$ cat config.mk
export PLATFORM = sky130hd
export DESIGN_NAME = cdb_broadcast
export DESIGN_NICKNAME = d
export VERILOG_FILES = /design/src/rtl/cdb_broadcast.sv
export SDC_FILE = /design/constraint.sdc
export NUM_CORES = 1
export LEC_CHECK = 0
export CORE_ASPECT_RATIO = 1.2
export CORE_MARGIN = 10
export CORE_UTILIZATION = 25
export DETAILED_ROUTE_END_ITERATION = 12
export PLACE_DENSITY = 0.53
export SYNTH_ARGS = -nofsm -noshare
export SYNTH_HDL_FRONTEND = slang
export SYNTH_SLANG_ARGS = --single-unit
$ cat constraint.sdc
create_clock -name clock -period 9.59 [get_ports clock]
set_input_delay 1.918 -clock clock [delete_from_list [all_inputs] [get_ports clock]]
set_output_delay 1.918 -clock clock [all_outputs]
set_load 0.05 [all_outputs]
$ cat src/rtl/cdb_broadcast.sv
// cdb_broadcast: two-lane common data bus arbiter with one holding entry per FU.
// Define CDB_BYPASS_EN to let arrivals into empty holds compete in their arrival cycle.
module cdb_broadcast #(
    parameter int FU_NUM      = 5,
    parameter int PREG_NUMBER = 64,
    parameter int CDB_NUM     = 2,
    localparam int TAG_W      = $clog2(PREG_NUMBER),
    localparam int CNT_W      = $clog2(FU_NUM + 1)
) (
    input  logic                     clock,
    input  logic                     reset,
    input  logic [FU_NUM-1:0]        fu_done_i,
    input  logic [FU_NUM*TAG_W-1:0]  fu_tag_i,
    input  logic [FU_NUM*32-1:0]     fu_value_i,
    output logic [FU_NUM-1:0]        fu_ready_o,
    input  logic                     squash_i,
    output logic [CDB_NUM-1:0]       cdb_en_o,
    output logic [CDB_NUM*TAG_W-1:0] cdb_tag_o,
    output logic [CDB_NUM*32-1:0]    cdb_value_o,
    output logic [CNT_W-1:0]         pending_o
);

    localparam int PTR_W = (FU_NUM > 1) ? $clog2(FU_NUM) : 1;

    logic [FU_NUM-1:0]        hold_vld_q, hold_vld_d;
    logic [TAG_W-1:0]         hold_tag_q [FU_NUM];
    logic [TAG_W-1:0]         hold_tag_d [FU_NUM];
    logic [31:0]              hold_val_q [FU_NUM];
    logic [31:0]              hold_val_d [FU_NUM];
    logic [PTR_W-1:0]         rr_ptr_q, rr_ptr_d;
    logic [CDB_NUM-1:0]       cdb_en_q, cdb_en_d;
    logic [CDB_NUM*TAG_W-1:0] cdb_tag_q, cdb_tag_d;
    logic [CDB_NUM*32-1:0]    cdb_val_q, cdb_val_d;

    logic [FU_NUM-1:0]        cand;
    logic [FU_NUM-1:0]        grant;
    logic [FU_NUM-1:0]        ready;
    logic [FU_NUM-1:0]        xfer;
    logic [TAG_W-1:0]         cand_tag [FU_NUM];
    logic [31:0]              cand_val [FU_NUM];
    logic                     g0_vld, g1_vld;
    logic [PTR_W-1:0]         g0_idx, g1_idx, scan_idx;
    logic [CNT_W-1:0]         pend;

    function automatic logic [PTR_W-1:0] wrap_idx(
        input logic [PTR_W-1:0] base,
        input int               off
    );
        int s;
        s = int'(base) + off;
        if (s >= FU_NUM) s = s - FU_NUM;
        return PTR_W'(s);
    endfunction

    // A valid hold always wins over a fresh arrival from the same FU.
    always_comb begin
        for (int i = 0; i < FU_NUM; i++) begin
`ifdef CDB_BYPASS_EN
            cand[i] = (hold_vld_q[i] | fu_done_i[i]) & ~squash_i & ~reset;
`else
            cand[i] = hold_vld_q[i] & ~squash_i & ~reset;
`endif
            cand_tag[i] = hold_vld_q[i] ? hold_tag_q[i]
                                        : fu_tag_i[i*TAG_W +: TAG_W];
            cand_val[i] = hold_vld_q[i] ? hold_val_q[i]
                                        : fu_value_i[i*32 +: 32];
        end
    end

    always_comb begin
        g0_vld   = 1'b0;
        g1_vld   = 1'b0;
        g0_idx   = '0;
        g1_idx   = '0;
        scan_idx = '0;
        for (int k = 0; k < FU_NUM; k++) begin
            scan_idx = wrap_idx(rr_ptr_q, k);
            if (cand[scan_idx]) begin
                if (!g0_vld) begin
                    g0_vld = 1'b1;
                    g0_idx = scan_idx;
                end else if (!g1_vld) begin
                    g1_vld = 1'b1;
                    g1_idx = scan_idx;
                end
            end
        end
    end

    always_comb begin
        for (int i = 0; i < FU_NUM; i++) begin
            grant[i] = (g0_vld && (g0_idx == PTR_W'(i)))
                    || (g1_vld && (g1_idx == PTR_W'(i)));
            ready[i] = ~reset & ~squash_i & (~hold_vld_q[i] | grant[i]);
        end
        xfer = fu_done_i & ready;
    end

    assign fu_ready_o = ready;

    // A granted arrival into an empty hold went straight to the bus.
    always_comb begin
        hold_vld_d = hold_vld_q;
        hold_tag_d = hold_tag_q;
        hold_val_d = hold_val_q;
        for (int i = 0; i < FU_NUM; i++) begin
            if (squash_i) begin
                hold_vld_d[i] = 1'b0;
            end else if (xfer[i] && !(grant[i] && !hold_vld_q[i])) begin
                hold_vld_d[i] = 1'b1;
                hold_tag_d[i] = fu_tag_i[i*TAG_W +: TAG_W];
                hold_val_d[i] = fu_value_i[i*32 +: 32];
            end else if (grant[i]) begin
                hold_vld_d[i] = 1'b0;
            end
        end
    end

    always_comb begin
        cdb_en_d  = '0;
        cdb_tag_d = '0;
        cdb_val_d = '0;
        if (g0_vld) begin
            cdb_en_d[0]            = 1'b1;
            cdb_tag_d[0 +: TAG_W]  = cand_tag[g0_idx];
            cdb_val_d[0 +: 32]     = cand_val[g0_idx];
        end
        if (g1_vld) begin
            cdb_en_d[1]            = 1'b1;
            cdb_tag_d[TAG_W +: TAG_W] = cand_tag[g1_idx];
            cdb_val_d[32 +: 32]    = cand_val[g1_idx];
        end
    end

    always_comb begin
        if (g1_vld)      rr_ptr_d = wrap_idx(g1_idx, 1);
        else if (g0_vld) rr_ptr_d = wrap_idx(g0_idx, 1);
        else             rr_ptr_d = rr_ptr_q;
    end

    always_comb begin
        pend = '0;
        for (int i = 0; i < FU_NUM; i++) begin
            pend = pend + CNT_W'(hold_vld_q[i]);
        end
    end

    always_ff @(posedge clock) begin
        if (reset) begin
            hold_vld_q <= '0;
            rr_ptr_q   <= '0;
            cdb_en_q   <= '0;
            cdb_tag_q  <= '0;
            cdb_val_q  <= '0;
            for (int i = 0; i < FU_NUM; i++) begin
                hold_tag_q[i] <= '0;
                hold_val_q[i] <= '0;
            end
        end else begin
            hold_vld_q <= hold_vld_d;
            hold_tag_q <= hold_tag_d;
            hold_val_q <= hold_val_d;
            rr_ptr_q   <= rr_ptr_d;
            cdb_en_q   <= cdb_en_d;
            cdb_tag_q  <= cdb_tag_d;
            cdb_val_q  <= cdb_val_d;
        end
    end

    assign cdb_en_o    = cdb_en_q;
    assign cdb_tag_o   = cdb_tag_q;
    assign cdb_value_o = cdb_val_q;
    assign pending_o   = pend;

endmodule

# Yosys cells after proc, flatten, opt, wreduce, memory -nomap -nowiden

Cells that the tools add are included.

Bits in registers: 276
Input bits: 198
Output and inout port bits: 86
Logic and storage cells: 230

$add $sub $neg: 17
Magnitude comparators: 14
Equal/unequal tests: 8
Muxes and demuxes: 86
Bitwise operators: 33
Reduce and logical (&&, ||, !) cells: 51

Operators by type and width:

| operator              | number |
|---|---|
| $mux W32              | 9 |
| $bmux W32 S3          | 2 |
| $mux W3               | 29 |
| $mux W6               | 9 |
| $bmux W6 S3           | 2 |
| $mux W1               | 30 |
| $ge A4 B3 Y1 const B  | 6 |
| $sub A3 B3 Y3 const B | 7 |
| $logic_and A1 B1 Y1   | 20 |
| $lt A3 B4 Y1 const B  | 5 |
| $and A1 B1 Y1         | 16 |
| $bmux W1 S3           | 5 |
| $add A3 B1 Y4 const B | 3 |
| $eq A3 B2 Y1 const B  | 4 |
| $reduce_bool A2 Y1    | 6 |
| $logic_not A1 Y1      | 10 |
| $reduce_and A2 Y1     | 5 |
| $not A1 Y1            | 9 |
| $add A3 B2 Y4 const B | 2 |
| $ge A4 B4 Y1 const B  | 2 |
| $not A3 Y4            | 2 |
| $add A3 B1 Y3         | 2 |
| $eq A3 B1 Y1 const B  | 2 |
| $eq A3 B3 Y1 const B  | 2 |
| other kinds (9)       | 20 |

# Depth between registers and ports, before layout

Word-level depth: 25
Depth in mapped cells: 27
Gate-level depth less buffers: 20

# Worst setup path before layout

Ideal clock, no wire load.

Path type: input to output
From: in squash_i
To: out fu_ready_o[3]
Data arrival time: 5.515 ns
Data required time: 7.672 ns
Slack: 2.157 ns
Stages: 17
Buffers on the path: 4
Cell sequence: nor2_1 -> nand2_1 -> or4b_2 -> and3_1 -> buf_4 -> nand2_1 -> nor3_1 -> a21o_1 -> clkbuf_1 -> buf_2 -> buf_2 -> inv_1 -> ha_1 -> ha_1 -> nand2_1 -> and2_1 -> a21oi_1

Longest elaborated chain between the ends: 22
Elaborated cells on any way between the ends: 62
Those cells by class: eq/ne: 2; mux: 43; bitwise: 14; reduce/logical: 3

Ends and longest elaborated chain:

| element                                   | line | source |
|---|---|---|
| start: declaration                        | 16   | `input logic squash_i,` |
| $not A1 Y1 (no line) (*)                  | --   |  |
| $and A1 B1 Y1 (2 in series)               | 61   | `cand[i] = hold_vld_q[i] & ~squash_i & ~reset;` |
| $bmux W1 S3                               | 78   | `if (cand[scan_idx]) begin` |
| $mux W1 (not written as such)             | 78   |  |
| $mux W1                                   | 78   |  |
| $mux W3 / $mux W1 (equally long branches) | 79   | `if (!g0_vld) begin` |
| $mux W3 / $mux W1 (equally long branches) | 78   |  |
| $mux W3                                   | 82   | `end else if (!g1_vld) begin` |
| [5 not listed]                            | --   |  |
| $mux W3                                   | 82   |  |
| $mux W3                                   | 79   |  |
| $mux W3                                   | 78   |  |
| $eq A3 B2 Y1                              | 93   | `\|\| (g1_vld && (g1_idx == PTR_W'(i)));` |
| $logic_and A1 B1 Y1                       | 93   |  |
| $logic_or A1 B1 Y1                        | 93   |  |
| $or A1 B1 Y1                              | 94   | `ready[i] = ~reset & ~squash_i & (~hold_vld_q[i] \| grant[i]);` |
| $and A1 B1 Y1 (*)                         | 94   |  |
| end: declaration                          | 15   | `output logic [FU_NUM-1:0] fu_ready_o,` |

Every way passes the cells marked *; elsewhere a longest branch is shown, timed or not. The select of a mux whose other input is x is not followed.

# Worst setup path in the final report

From: in squash_i
To: out fu_ready_o[1]

Longest elaborated chain between the ends: 22
Elaborated cells on any way between the ends: 62
Those cells by class: eq/ne: 2; mux: 43; bitwise: 14; reduce/logical: 3

Ends and longest elaborated chain:

| element                                   | line |
|---|---|
| $not A1 Y1 (no line) (*)                  | -- |
| $and A1 B1 Y1 (2 in series)               | 61 |
| $bmux W1 S3                               | 78 |
| $mux W1 (not written as such)             | 78 |
| $mux W1                                   | 78 |
| $mux W3 / $mux W1 (equally long branches) | 79 |
| $mux W3 / $mux W1 (equally long branches) | 78 |
| $mux W3                                   | 82 |
| [5 not listed]                            | -- |
| $mux W3                                   | 82 |
| $mux W3                                   | 79 |
| $mux W3                                   | 78 |
| $eq A3 B1 Y1                              | 93 |
| $logic_and A1 B1 Y1                       | 93 |
| $logic_or A1 B1 Y1                        | 93 |
| $or A1 B1 Y1                              | 94 |
| $and A1 B1 Y1 (*)                         | 94 |

Marked as above.

==> impl_metrics.json <==
{
  "final-max-slew-violation-count": 0,
  "drtIter0Drc": 863,
  "cts_tree": "done",
  "wirelength_um": 62670,
  "hold_end": "hold_val_q[72]$_SDFFE_PP0P_",
  "dp_worst_setup_slack_ns": 1.223,
  "slew-limit-headroom_pct": 18.98,
  "tns_ns": 0,
  "track_usage_pct": 16.10,
  "drc": 0,
  "syn_inst": 1727,
  "core.rowCount": 102,
  "hold_start": "hold_val_q[72]$_SDFFE_PP0P_",
  "synth_area_leader_cell": "dfxtp_1",
  "r2r_slack_ns": 2.59,
  "synthArstFlopShare_pct": 0,
  "setup_viol": 0,
  "setup_ws_ns": 1.196,
  "rsz0062_at_grt": "false",
  "antenna_found_initial": 3,
  "start_util_pct": 25.16,
  "grt_max_degree": 75,
  "ys_seq_elements": 276,
  "synth_edf_count": 0,
  "maxCapViolCount": 0,
  "reg2reg_to": "hold_val_q[82]$_SDFFE_PP0P_",
  "wl_per_cell_um": 22.51,
  "cellPowerDensity_nw_per_um2": 239.6,
  "r2r_start": "rr_ptr_q[1]$_SDFFE_PP0P_",
  "min_path_type": "reg -> reg",
  "cp.arrival_ns": 6.48,
  "finalClockSkew_ns": 0.02277,
  "syn_avg_cell_area_um2": 9.391,
  "critical_path_class": "in -> out",
  "synth.cell_area_um2": 16220,
  "synth_cell_types": 78,
  "yosys.cell_count.top_type": "mux2i_1",
  "cts.repair.resized": 0,
  "clk_pin_slew_ns": 0.06,
  "cts_hold_buffers": 0,
  "worstPathMaxFanout": 34,
  "grt_pass1_vias": 14270,
  "p_leak_nw": 9.060,
  "fmax_mhz": 119.1,
  "area_growth_syn_to_layout_pct": 29.56,
  "grt_pass1_wl_um": 93520,
  "ant_nets": 0,
  "worstHoldPathCells": 2,
  "cts_setup_buffers": 0,
  "period_needed_ns": 8.394,
  "coreArea_um2": 64450,
  "drive_gt1_share_pct": 10.87,
  "ir_drop_mv": 0.1243,
  "synthFlopType": "dfxtp_1",
  "required_ns": 7.67,
  "synthTopCellsByCount": "mux2i_1, dfxtp_1, nor2_1, o21ai_0, clkbuf_1",
  "port_buffers": 283,
  "r2r_cells": 16,
  "die_y_um": 299.0,
  "viasPerCell": 5.027,
  "cts_root_buf": "clkbuf_16",
  "top_level_ports": 284,
  "clk_latency_ns": 0.55,
  "fin_nets": 2142,
  "design_power_total_mw": 5.034,
  "status": "completed",
  "yosysWarnings": 0,
  "fillers": 6546,
  "place.gp.congestion": 0.7896,
  "die-area_um2": 75500,
  "vias": 13990,
  "hpwl_um": 43620,
  "synth_top_area_share_pct": 34.07,
  "cts_buffer_depth": 3,
  "startpoint_type": "input pin",
  "overflow": 0,
  "synth-seq-area-share_pct": 34.07,
  "period_share_pct": 87.53,
  "numClockSinks": 276,
  "die_width_um": 252.5,
  "worstMarginPinSlew_ns": 1.215,
  "synthesis.nets": 1944,
  "numCtsBuffers": 36,
  "drtPass1Iterations": 5,
  "ys_top_cells_by_area": "dfxtp_1, mux2i_1, mux2_2",
  "ctsHtreeMaxLevel": 2,
  "finalHoldViolCount": 0,
  "cp-end-kind": "output port"
}
==> stage by stage <==
stage | hold WS [ns] | util [%] | area (µm²) | cells
finish | 0.4625 | 32.60 | 21010 | 2784
global route | 0.4770 | 32.60 | 21010 | 2783
CTS | 0.4650 | 32.60 | 21010 | 2783
detailed placement | 0.4560 | 30.68 | 19770 | 2719
global placement | 0.4489 | 30.68 | 19770 | 2719
floorplan | 0.4393 | - | 16220 | 1727
==> power by group <==
group	internal, mW	switching (mW)
clock network	0.853	0.575
registers	1.28	0.0824
logic	0.869	1.37
==> cell usage in the layout, fill, tap and decap left out, types with 4 or more instances in the layout <==
| cell | Yosys | routed |
|---|---|---|
| mux2_2 | 58 | 58 |
| o211ai_1 | 11 | 11 |
| nand2b_1 | 8 | 8 |
| and2_1 | 8 | 7 |
| o21ai_0 | 118 | 117 |
| clkdlybuf4s50_1 | 0 | 282 |
| nand4_1 | 7 | 7 |
| o21a_1 | 6 | 5 |
| a21oi_1 | 96 | 95 |
| mux2i_1 | 463 | 462 |
| and3_1 | 13 | 13 |
| clkinv_4 | 0 | 4 |
| mux2_4 | 20 | 20 |
| buf_4 | 9 | 30 |
| clkbuf_16 | 0 | 37 |
| nor3_1 | 4 | 4 |
| nor2_1 | 128 | 128 |
| ha_1 | 16 | 16 |
| inv_1 | 52 | 52 |
| a211oi_1 | 45 | 45 |
| o41ai_1 | 38 | 38 |
| a31oi_1 | 6 | 5 |
| xnor2_1 | 5 | 5 |
| nor2b_1 | 44 | 44 |
| o21ai_1 | 7 | 6 |
| clkinv_2 | 0 | 6 |
| clkbuf_8 | 0 | 8 |
| nand3_1 | 45 | 45 |
| dfxtp_4 | 0 | 5 |
| nand2_1 | 29 | 29 |
| dfxtp_1 | 276 | 271 |
==> sequential cells by signal, indices dropped and copies added, names as in the netlist <==
signal	cells
cdb_en_o	2
cdb_tag_o	12
cdb_value_o	64
hold_tag_q	30
hold_val_q	160
hold_vld_q	5
rr_ptr_q	3
==> logic make-up after synthesis <==
kind of cell,count (synthesis),share of synthesized area [%]
mux,543,34.68
compound gates,367,14.50
simple gates,303,9.034
flops,276,34.07
buf+inv,209,5.501
fa+ha+maj,22,1.790
xor+xnor,7,0.4243
==> worst max path at each step <==
stage,start,end,slack [ns],cells after the start
3_5_place_dp,squash_i,fu_ready_o[3],1.22,15
3_3_place_gp,squash_i,fu_ready_o[3],1.25,15
4_1_cts,squash_i,fu_ready_o[3],1.20,15
2_1_floorplan,squash_i,fu_ready_o[3],2.16,17
6_report,squash_i,fu_ready_o[1],1.20,11
5_1_grt,squash_i,fu_ready_o[3],0.93,15
==> worst max-delay path: stages <==
cell and delay, ns:
clkdlybuf4s50_1 0.42, or2_2 0.46, a311o_1 0.36, o21ai_0 0.54, o21a_1 0.24, o211ai_1 0.13
a31oi_4 0.83, and3_1 0.44, nor2_1 0.10, a21oi_1 0.19, clkdlybuf4s50_1 0.83
==> area by class of cell <==
cell class	count	area [µm²]	share of cell area, %
sequential	276	5544	26.39
clock inverter	18	198.9	0.9468
tap	832	1041	4.954
timing repair buffer	313	3059	14.56
inverter	56	211.5	1.006
multi-input combinational	1242	9915	47.19
clock buffer	46	1040	4.949
antenna	1	2.502	0.01191
==> metal layers <==
metal  track usage, %  vias to the layer above  wire [µm]
li1                 -                     6684          -
met4            4.563                        6       1457
met1            19.29                     6852      26880
met5                0                        -         51
met3            2.814                       82       2820
met2            28.84                      370      31460
(Power assumes the default switching activity.)
